### config.mk
export PLATFORM = sky130hd
export DESIGN_NAME = pixel_arbiter_rr_flat
export DESIGN_NICKNAME = d
export VERILOG_FILES = /design/src/rtl/pixel_arbiter_rr_if.sv /design/src/rtl/pixel_arbiter_rr.sv /design/src/flat_wrapper.sv
export SDC_FILE = /design/constraint.sdc
export NUM_CORES = 1
export LEC_CHECK = 0
export BUFFER_PORTS_ARGS = -buffer_cell sky130_fd_sc_hd__buf_2
export CAP_MARGIN = 20
export CORE_MARGIN = 2
export CORE_UTILIZATION = 35
export CTS_CLUSTER_SIZE = 25
export DETAILED_ROUTE_END_ITERATION = 10
export SLEW_MARGIN = 20
export SYNTH_ARGS = -nofsm -noshare
export SYNTH_HDL_FRONTEND = slang
export SYNTH_SLANG_ARGS = --single-unit
### constraint.sdc
create_clock -name clk -period 3.89 [get_ports clk]
set_clock_uncertainty 0.1 [all_clocks]
set_input_delay 0.778 -clock clk [delete_from_list [all_inputs] [get_ports clk]]
set_output_delay 0.778 -clock clk [all_outputs]
set_load 0.005 [all_outputs]
### src/rtl/pixel_arbiter_rr_if.sv
// pixel_arbiter_rr_if: iterator, SRAM write port and HPS handshake bundle for the round-robin pixel arbiter
interface pixel_arbiter_rr_if #(
    parameter int N_ITER = 6,
    parameter int ADDR_W = 32,
    parameter int DATA_W = 8
);
    logic                     key_start;
    logic                     hps_reset;
    logic [N_ITER-1:0]        iter_req;
    logic [N_ITER-1:0]        iter_done;
    logic [N_ITER*ADDR_W-1:0] iter_addr;
    logic [N_ITER*DATA_W-1:0] iter_color;
    logic [N_ITER-1:0]        iter_ack;
    logic                     iter_start;
    logic [ADDR_W-1:0]        sram_addr;
    logic [DATA_W-1:0]        sram_writedata;
    logic                     sram_write;
    logic                     hps_done;
    logic                     hps_send_done;
    logic [31:0]              hps_send_timer;
    logic [31:0]              pixel_count;

    // Arbiter side: consumes requests, drives SRAM writes, acks and HPS status
    modport master (
        input  key_start, hps_reset, iter_req, iter_done, iter_addr, iter_color,
        output iter_ack, iter_start, sram_addr, sram_writedata, sram_write,
               hps_done, hps_send_done, hps_send_timer, pixel_count
    );

    // Environment side: iterators, pushbutton, HPS and SRAM
    modport slave (
        output key_start, hps_reset, iter_req, iter_done, iter_addr, iter_color,
        input  iter_ack, iter_start, sram_addr, sram_writedata, sram_write,
               hps_done, hps_send_done, hps_send_timer, pixel_count
    );
endinterface

### src/rtl/pixel_arbiter_rr.sv
// pixel_arbiter_rr: round-robin arbiter from N Mandelbrot iterators onto the VGA SRAM write port
module pixel_arbiter_rr #(
    parameter int N_ITER       = 6,
    parameter int ADDR_W       = 32,
    parameter int DATA_W       = 8,
    parameter int TICKS_PER_MS = 50000
) (
    input logic                clk,
    input logic                reset,
    pixel_arbiter_rr_if.master bus_io
);
    localparam int PW = (N_ITER > 1) ? $clog2(N_ITER) : 1;
    localparam logic [N_ITER-1:0] ONE = N_ITER'(1);
    localparam logic [31:0] TICK_MAX = 32'(TICKS_PER_MS - 1);
    localparam logic [31:0] LAST_CH = 32'(N_ITER - 1);

    typedef enum logic [2:0] {IDLE, START, ARM, ARB, ACK, DONE} state_t;

    state_t            state_q;
    logic [PW-1:0]     ptr_q;
    logic [PW-1:0]     gnt_d;
    logic [PW-1:0]     idx;
    logic [31:0]       tick_q;
    logic [31:0]       ms_q;
    logic [31:0]       pix_q;
    logic [31:0]       timer_q;
    logic              start_q;
    logic              write_q;
    logic              done_q;
    logic              send_done_q;
    logic [N_ITER-1:0] ack_q;
    logic [ADDR_W-1:0] addr_q;
    logic [DATA_W-1:0] data_q;
    logic              run;
    logic [ADDR_W-1:0] addr_a [N_ITER];
    logic [DATA_W-1:0] data_a [N_ITER];

    for (genvar i = 0; i < N_ITER; i++) begin : g_unpack
        assign addr_a[i] = bus_io.iter_addr[i*ADDR_W +: ADDR_W];
        assign data_a[i] = bus_io.iter_color[i*DATA_W +: DATA_W];
    end

    assign run = (state_q == ARB) || (state_q == ACK);

    // First requester at or after the pointer; descending scan lets the smallest offset win
    always_comb begin
        gnt_d = ptr_q;
        idx = ptr_q;
        for (int k = N_ITER - 1; k >= 0; k--) begin
            idx = PW'((32'(ptr_q) + 32'(k)) % 32'(N_ITER));
            if (bus_io.iter_req[idx]) gnt_d = idx;
        end
    end

    // Frame FSM with registered outputs; an HPS restart overrides every state
    always_ff @(posedge clk or negedge reset) begin
        if (!reset) begin
            state_q     <= IDLE;
            ptr_q       <= '0;
            tick_q      <= '0;
            ms_q        <= '0;
            pix_q       <= '0;
            timer_q     <= '0;
            start_q     <= 1'b0;
            write_q     <= 1'b0;
            done_q      <= 1'b0;
            send_done_q <= 1'b0;
            ack_q       <= '0;
            addr_q      <= '0;
            data_q      <= '0;
        end else begin
            done_q  <= bus_io.hps_reset;
            start_q <= 1'b0;
            write_q <= 1'b0;
            ack_q   <= '0;
            if (run) begin
                tick_q <= (tick_q == TICK_MAX) ? '0 : tick_q + 1'b1;
                if (tick_q == TICK_MAX && ms_q != '1) ms_q <= ms_q + 1'b1;
            end
            if (bus_io.hps_reset) begin
                state_q     <= START;
                send_done_q <= 1'b0;
            end else begin
                case (state_q)
                    IDLE: if (!bus_io.key_start) state_q <= START;
                    START: begin
                        start_q     <= 1'b1;
                        tick_q      <= '0;
                        ms_q        <= '0;
                        pix_q       <= '0;
                        send_done_q <= 1'b0;
                        state_q     <= ARM;
                    end
                    ARM: state_q <= ARB;
                    ARB: begin
                        if (|bus_io.iter_req) begin
                            write_q <= 1'b1;
                            ack_q   <= ONE << gnt_d;
                            addr_q  <= addr_a[gnt_d];
                            data_q  <= data_a[gnt_d];
                            pix_q   <= pix_q + 1'b1;
                            ptr_q   <= (32'(gnt_d) == LAST_CH) ? '0 : gnt_d + 1'b1;
                            state_q <= ACK;
                        end else if (&bus_io.iter_done) begin
                            state_q <= DONE;
                        end
                    end
                    ACK: state_q <= ARB;
                    DONE: begin
                        timer_q     <= ms_q;
                        send_done_q <= 1'b1;
                        if (!bus_io.key_start) state_q <= START;
                    end
                    default: state_q <= IDLE;
                endcase
            end
        end
    end

    assign bus_io.iter_ack       = ack_q;
    assign bus_io.iter_start     = start_q;
    assign bus_io.sram_addr      = addr_q;
    assign bus_io.sram_writedata = data_q;
    assign bus_io.sram_write     = write_q;
    assign bus_io.hps_done       = done_q;
    assign bus_io.hps_send_done  = send_done_q;
    assign bus_io.hps_send_timer = timer_q;
    assign bus_io.pixel_count    = pix_q;
endmodule
### src/flat_wrapper.sv
// flat-port wrapper written by rule: the top's interface ports become plain ports
module pixel_arbiter_rr_flat 
#(
    parameter int N_ITER       = 6,
    parameter int ADDR_W       = 32,
    parameter int DATA_W       = 8,
    parameter int TICKS_PER_MS = 50000
)
  (clk, reset, bus_io_key_start, bus_io_hps_reset, bus_io_iter_req, bus_io_iter_done, bus_io_iter_addr, bus_io_iter_color, bus_io_iter_ack, bus_io_iter_start, bus_io_sram_addr, bus_io_sram_writedata, bus_io_sram_write, bus_io_hps_done, bus_io_hps_send_done, bus_io_hps_send_timer, bus_io_pixel_count);
  pixel_arbiter_rr_if #(.N_ITER(N_ITER), .ADDR_W(ADDR_W), .DATA_W(DATA_W)) bus_io_i ();
  input logic clk;
  input logic reset;
  input wire logic [$bits(bus_io_i.key_start)-1:0] bus_io_key_start;
  input wire logic [$bits(bus_io_i.hps_reset)-1:0] bus_io_hps_reset;
  input wire logic [$bits(bus_io_i.iter_req)-1:0] bus_io_iter_req;
  input wire logic [$bits(bus_io_i.iter_done)-1:0] bus_io_iter_done;
  input wire logic [$bits(bus_io_i.iter_addr)-1:0] bus_io_iter_addr;
  input wire logic [$bits(bus_io_i.iter_color)-1:0] bus_io_iter_color;
  output wire logic [$bits(bus_io_i.iter_ack)-1:0] bus_io_iter_ack;
  output wire logic [$bits(bus_io_i.iter_start)-1:0] bus_io_iter_start;
  output wire logic [$bits(bus_io_i.sram_addr)-1:0] bus_io_sram_addr;
  output wire logic [$bits(bus_io_i.sram_writedata)-1:0] bus_io_sram_writedata;
  output wire logic [$bits(bus_io_i.sram_write)-1:0] bus_io_sram_write;
  output wire logic [$bits(bus_io_i.hps_done)-1:0] bus_io_hps_done;
  output wire logic [$bits(bus_io_i.hps_send_done)-1:0] bus_io_hps_send_done;
  output wire logic [$bits(bus_io_i.hps_send_timer)-1:0] bus_io_hps_send_timer;
  output wire logic [$bits(bus_io_i.pixel_count)-1:0] bus_io_pixel_count;
  assign bus_io_i.key_start = bus_io_key_start;
  assign bus_io_i.hps_reset = bus_io_hps_reset;
  assign bus_io_i.iter_req = bus_io_iter_req;
  assign bus_io_i.iter_done = bus_io_iter_done;
  assign bus_io_i.iter_addr = bus_io_iter_addr;
  assign bus_io_i.iter_color = bus_io_iter_color;
  assign bus_io_iter_ack = bus_io_i.iter_ack;
  assign bus_io_iter_start = bus_io_i.iter_start;
  assign bus_io_sram_addr = bus_io_i.sram_addr;
  assign bus_io_sram_writedata = bus_io_i.sram_writedata;
  assign bus_io_sram_write = bus_io_i.sram_write;
  assign bus_io_hps_done = bus_io_i.hps_done;
  assign bus_io_hps_send_done = bus_io_i.hps_send_done;
  assign bus_io_hps_send_timer = bus_io_i.hps_send_timer;
  assign bus_io_pixel_count = bus_io_i.pixel_count;
  pixel_arbiter_rr #(.N_ITER(N_ITER), .ADDR_W(ADDR_W), .DATA_W(DATA_W), .TICKS_PER_MS(TICKS_PER_MS)) u_core (.clk(clk), .reset(reset), .bus_io(bus_io_i));
endmodule
Word-level counts from Yosys, hierarchy flattened
Cells that the tools add are included.
{ "totals": {"input_bits": 256, "ff_bits": 184, "output_inout_bits": 114} }
{ "classes": {"n_div": 6, "order_cmp": 7, "reduce_logical": 13, "n_eq_ne": 11, "muxes": 50, "shift": 1, "addsub": 9, "n_bitwise": 2} }
{ "op_table": {"columns": ["cell", "n"], "rows": [
  ["two-way mux 32 bit", 11],
  ["remainder unit 32 x 3 -> 32 bit, second input constant", 5],
  ["adder 32 x 1 -> 32 bit, second input constant", 3],
  ["binary-select mux 32 bit (select 3 bit)", 1],
  ["one-hot mux 32 bit (2 select lines)", 1],
  ["two-way mux 3 bit", 11],
  ["equality test 32 x 16 -> 1 bit, second input constant", 1],
  ["remainder unit 3 x 3 -> 32 bit, second input constant", 1],
  ["!= test 32 bit, second input constant", 1],
  ["binary-select mux 8 bit (select 3 bit)", 1],
  ["less-than comparator 3 x 4 -> 1 bit, second input constant", 6],
  ["binary-select mux 1 bit (select 3 bit)", 6],
  ["two-way mux 6 bit", 3],
  ["two-way mux 8 bit", 2],
  ["two-way mux 1 bit", 12],
  ["one-hot mux 3 bit (4 select lines)", 1],
  ["equality test 3 bit, second input constant", 3],
  ["adder 3 x 2 -> 4 bit, second input constant", 2],
  ["adder 3 x 3 -> 4 bit, second input constant", 2],
  ["equality test 3 x 2 -> 1 bit, second input constant", 2],
  ["AND reduction 3 bit", 2],
  ["AND reduction 6 bit", 1],
  ["OR reduction 6 bit", 1],
  ["left shift 1 x 3 -> 6 bit, first input constant", 1],
  ["17 further kinds", 19]
]} }

Depth between registers and ports, before layout
{ "logic_depth": {"depth_word": 14, "depth_mapped": 19} }

Least setup slack after synthesis
OpenSTA, ideal clock, no wires.
{ "synth_path": {"path_type": "reg-to-reg", "from": "register u_core.ptr_q[2]", "to": "register u_core.ptr_q[2]", "arrival_ns": 3.995, "period_less_slack_ns": 4.177, "setup_ns": 0.082, "slack_ns": -0.287, "path_stages_with_launch": 19, "required_time_ns": 3.708, "path_cell_list": "dfrtp_1 buf_6 inv_1 ha_1 clkbuf_1 a21o_1 ha_1 nand2b_1 o21ai_1 o31ai_1 nand3b_1 a2111o_1 a21oi_1 clkbuf_1 nor2_1 nor2_1 ha_1 nand2b_1 o22ai_1"} }
{ "synth_via": {"elab_chain_len": 12, "elab_cells_between_ends": 32} }
{ "synth_lines": {"columns": ["item", "line_no", "source"], "rows": [
  ["start, declared", "pixel_arbiter_rr.sv:20", "logic [PW-1:0] ptr_q;"],
  ["start signal, assigned", "pixel_arbiter_rr.sv:102", "ptr_q <= (32'(gnt_d) == LAST_CH) ? '0 : gnt_d + 1'b1;"],
  ["adder 3 x 3 -> 4 bit", "pixel_arbiter_rr.sv:50", "idx = PW'((32'(ptr_q) + 32'(k)) % 32'(N_ITER));"],
  ["remainder unit 32 x 3 -> 32 bit", "pixel_arbiter_rr.sv:50", null],
  ["binary-select mux 1 bit (select 3 bit)", "pixel_arbiter_rr.sv:51", "if (bus_io.iter_req[idx]) gnt_d = idx;"],
  ["two-way mux 1 bit (implied by the code)", "pixel_arbiter_rr.sv:51", null],
  ["two-way mux 3 bit (5 in series)", "pixel_arbiter_rr.sv:51", null],
  ["two-way mux 3 bit (*)", "pixel_arbiter_rr.sv:51", null],
  ["adder 3 x 1 -> 3 bit or equality test 3 bit (tied branches)", "pixel_arbiter_rr.sv:102", null],
  ["two-way mux 3 bit (*)", "pixel_arbiter_rr.sv:102", null]
]} }
Every way passes the cells marked *; elsewhere a longest branch is shown, timed or not. The select of a mux whose other input is x is not followed.
A chain may end at the register's enable or synchronous reset.

Worst setup path in the final report
{ "layout_path": {"from": "register u_core.ptr_q[0]", "to": "register u_core.data_q[3], in the netlist u_core.bus_io.sram_writedata[3]"} }
{ "layout_via": {"elab_chain_len": 14, "elab_cells_between_ends": 33} }
{ "layout_lines": {"columns": ["item", "line_no", "source"], "rows": [
  ["adder 3 x 3 -> 4 bit", "pixel_arbiter_rr.sv:50", null],
  ["remainder unit 32 x 3 -> 32 bit", "pixel_arbiter_rr.sv:50", null],
  ["binary-select mux 1 bit (select 3 bit)", "pixel_arbiter_rr.sv:51", null],
  ["two-way mux 1 bit (implied by the code)", "pixel_arbiter_rr.sv:51", null],
  ["two-way mux 3 bit (5 in series)", "pixel_arbiter_rr.sv:51", null],
  ["two-way mux 3 bit (*)", "pixel_arbiter_rr.sv:51", null],
  ["inverter 3 -> 4 bit (implied by the code) (*)", "pixel_arbiter_rr.sv:100", "data_q <= data_a[gnt_d];"],
  ["binary-select mux 8 bit (select 3 bit) (*)", "pixel_arbiter_rr.sv:100", null],
  ["two-way mux 8 bit (implied by the code) (*) (2 in series)", "pixel_arbiter_rr.sv:100", null],
  ["end signal, assigned", "pixel_arbiter_rr.sv:100", null],
  ["end, declared", "pixel_arbiter_rr.sv:33", "logic [DATA_W-1:0] data_q;"]
]} }
Marked as above.

==> impl_results.md <==
- Yosys warns: 0
- Number of synthesized flops with an enable pin: 0
- Reg clk slew, reported paths: 0.08 ns
- Proportion of layout cells with a drive suffix above 1: 35.1%
- Area of the multi-input gates: 6560 um2
- CORE AREA: 32700 um2
- Fillers: 3280
- CP Data Required Time: 4.15 ns
- Area Overhead vs Synth: 33.2%
- # IOs: 370
- Synth Instances: 1329
- Crit start category: register
- Final instance count without filler cells: 2167
- Sequential area share after synthesis: 39.4%
- TritonCTS clock tree: yes
- H-tree levels: 4
- Clk Latency, worst-skew pair: 0.46 ns
- Slowest stage delay, CP: 0.53 ns
- Routed vias/inst: 5.50
- WL final: 43200 um
- Gate power share: 72.3%
- Gpl congestion: 0.916
- FMAX: 262 MHz
- Fin crit period: 3.82 ns
- Final setup violating endpoints: 0
- # port buffers: 369
- Critical Path Fanout Max: 8
- Die area: 34800 um2
- Hold Violations, Final: 0
- Clock Root Buffer: clkbuf_16
- GRT overflow: 0
- Critical path type: reg -> reg
- Share of power burned in registers: 16.0%
- Die Wd: 187 um
- Initial antenna violation count: 4
- NetSw: 7730 uW
- Clk buf depth: 2
- CP Cell Sequence: clkinv_4 -> ha_4 -> xor2_2 -> inv_2 -> ha_4 -> nor2b_4 -> and3_4 -> o31a_1 -> and2_4 -> or4b_4 -> o21a_4 -> nor4_4 -> buf_12 -> buf_12 -> a221oi_2 -> nor3_1
- Share of flip-flops with an asynchronous set or reset: 100%
- CP max stage cell: or4b_4
- Global-route wire length before repair: 65500 um
- Clock power frac: 11.8%
- Crit path arrival time: 4.08 ns
- Worst setup margin: 0.0729 ns
- Drt drc: 0
- PD cells: 995 nW/um2
- Worst-margin pin slew: 1.08 ns
- Synth cell types: 74
- Net Sw Frac: 49.9%
- Fin crit share: 98.1%
- Drt first pass iters: 5
- Avg Inst Size Synth: 8.79 um2
- Unrepaired setup endpoints after global routing: yes
- Final core utilization: 47.5%
- Register area: 4610 um2
- Status: finished clean
- Max-slew violations: 0
- Vias in the first global route: 11700
- Placed cell count: 2106
- Detail Placement HPWL: 31500 um
- Final ANT Viol Nets: 0
- Post-layout nets: 1979
- Hold Path Class: in -> async
- TritonCTS Sinks: 184
- Mapped Area: 11700 um2
- Main synth FF type: dfrtp_1
- Via count: 11900
- Worst VDD drop: 0.00141 V
- Max-Cap Viols: 0
- Leakage: 0.00735 uW
- Die Ht: 187 um
- P_int: 7750 uW
- Synth Register Bits: 184
- Crit. End Element: register
- Core Rows: 66
- 1st-iter DRT viols: 872
- Largest net degree at the start of global routing: 94
- TritonCTS buffer count: 17
- Pre-CTS setup slack: 0.0454 ns
- Gr usage total: 23.7%
- Worst slew margin: 27.2%
- R2R Setup Slk: 0.07 ns
- Initial core utilization: 35.7%
- Synthesized Nets: 1599
- WL/cell: 19.9 um
==> stage by stage <==
stage | total power (uW) | hold slack [ns] | TNS (ns) | cell area [um2]
2_1_floorplan | 8950 | 0.382 | -0.00905 | 11800
3_3_place_gp | 12300 | 0.386 | 0 | 14400
3_5_place_dp | 12300 | 0.390 | 0 | 14400
4_1_cts | 14200 | 0.324 | 0 | 15000
6_report | 15500 | 0.293 | 0 | 15500
5_1_grt | 16400 | 0.335 | -0.610 | 15500
==> sequential cells by signal (all words and copies together), names as in the netlist <==
name                          flops
u_core.bus_io.pixel_count        32
u_core.bus_io.sram_write          1
u_core.ms_q                      32
u_core.bus_io.hps_done            1
u_core.bus_io.iter_start          1
u_core.state_q                    3
u_core.bus_io.iter_ack            6
u_core.bus_io.hps_send_timer     32
u_core.bus_io.sram_writedata      8
u_core.bus_io.hps_send_done       1
u_core.ptr_q                      3
u_core.tick_q                    32
u_core.bus_io.sram_addr          32
==> layout by cell type (no fill, tap or decap), types with 5 or more instances in the layout <==
cell type	instances
buf_2	368
dfrtp_1	182
nor2_1	153
inv_1	99
o211ai_1	86
a21oi_1	81
nand2_1	80
buf_4	68
xor2_1	60
nand3_1	44
o2111ai_1	40
mux2_2	36
o221ai_1	35
nor3_1	34
o31ai_1	30
xnor2_1	24
o21ai_0	21
clkbuf_16	21
nand4_1	19
and3_1	14
buf_12	13
or3_1	11
ha_1	11
nor4_1	9
and2_1	9
nand2b_1	7
mux2i_1	7
a221oi_2	7
a21o_1	6
a221oi_1	6
buf_6	6
a31oi_1	5
nor2b_1	5
==> worst max-delay path, delay by kind of cell (launching register included) <==
family                   cells  cell delay [ns]
flip-flops                   1             0.45
XOR/XNOR                     1             0.18
AO/OA/AOI/OAI                3             0.60
buffers and inverters        4             0.50
adder cells (fa/ha/maj)      2             0.44
AND/OR/NAND/NOR              6             1.46
==> what timing repair did <==
item,CTS,global route
buffers inserted,0,23
endpoints found under the setup margin,0,42
hold buffers,0,0
resized for setup,0,50
==> power by group through the flow <==
stage                     combinational, uW  clock [uW]  sequential (uW)
after global routing                  11900        1940             2500
after detailed placement               9830           0             2500
after floorplan                        6470           0             2480
final                                 11200        1820             2470
after global placement                 9780           0             2500
after CTS                              9860        1870             2470
==> cell families after synthesis <==
logic type	count (synthesis)	share of synthesized area, %
simple gates	424	17.3
compound gates	367	22.7
buf+inv	204	7.21
flops	184	39.4
xor+xnor	86	6.68
mux	50	5.19
fa+ha+maj	14	1.50
==> cell type report <==
| cell class | instances | area share [%] |
|---|---|---|
| multi-input cells | 941 | 42.2 |
| flip-flops and latches | 184 | 29.6 |
| repair buffers | 461 | 18.1 |
| well taps | 442 | 3.56 |
| clock buffers | 17 | 2.74 |
| inverters | 104 | 2.56 |
| clock inverters | 15 | 1.19 |
| diodes | 3 | 0.0483 |
==> path summary, 6_finish.rpt <==
path                                                                    from                                            to  depth (start not counted)
worst max register to register                   u_core.ptr_q[0]$_DFFE_PN0P_   u_core.bus_io.sram_writedata[3]$_DFFE_PN0P_                         16
min in group clk                u_core.bus_io.hps_send_timer[26]$_DFFE_PN0P_  u_core.bus_io.hps_send_timer[26]$_DFFE_PN0P_                          1
worst max-delay path                             u_core.ptr_q[0]$_DFFE_PN0P_   u_core.bus_io.sram_writedata[3]$_DFFE_PN0P_                         16
max in group asynchronous                                              reset                      u_core.ms_q[6]$_DFF_PN0_                          2
worst min register to register  u_core.bus_io.hps_send_timer[26]$_DFFE_PN0P_  u_core.bus_io.hps_send_timer[26]$_DFFE_PN0P_                          1
worst min-delay path                                                   reset                   u_core.tick_q[21]$_DFF_PN0_                          1
==> routing by layer <==
metal | part of all wire, % | up-vias | wire [um] | global-route usage, %
met3 | 5.7 | 85 | 2460 | 4.34
met5 | 0.030 | - | 13 | 0
met4 | 5.1 | 2 | 2190 | 12.7
met2 | 49 | 479 | 21200 | 40.0
li1 | - | 5595 | - | -
met1 | 40 | 5750 | 17400 | 28.8
==> cell usage after synthesis, types with 5 or more instances <==
cell | number | area (um2)
a21o_1 | 6 | 45.0
nand4_1 | 19 | 119
o21a_1 | 5 | 37.5
mux2i_1 | 7 | 70.1
a31oi_1 | 5 | 31.3
o211ai_1 | 86 | 646
nand2b_1 | 8 | 50.1
nor2_1 | 154 | 578
o221ai_1 | 40 | 350
a21oi_1 | 85 | 425
inv_1 | 101 | 379
and3_1 | 15 | 93.8
buf_2 | 13 | 65.1
ha_1 | 14 | 175
o2111ai_1 | 42 | 368
or3_1 | 11 | 68.8
buf_6 | 7 | 78.8
o21ai_0 | 22 | 110
nand3_1 | 45 | 225
clkbuf_1 | 76 | 285
nor2b_1 | 6 | 37.5
o31ai_1 | 31 | 233
nor3_1 | 37 | 185
and2_1 | 10 | 62.6
xnor2_1 | 24 | 210
nor4_1 | 9 | 56.3
a221oi_1 | 13 | 114
nand2_1 | 83 | 312
xor2_1 | 60 | 526
dfrtp_1 | 184 | 4600
mux2_2 | 37 | 417
(Power assumes the default switching activity.)
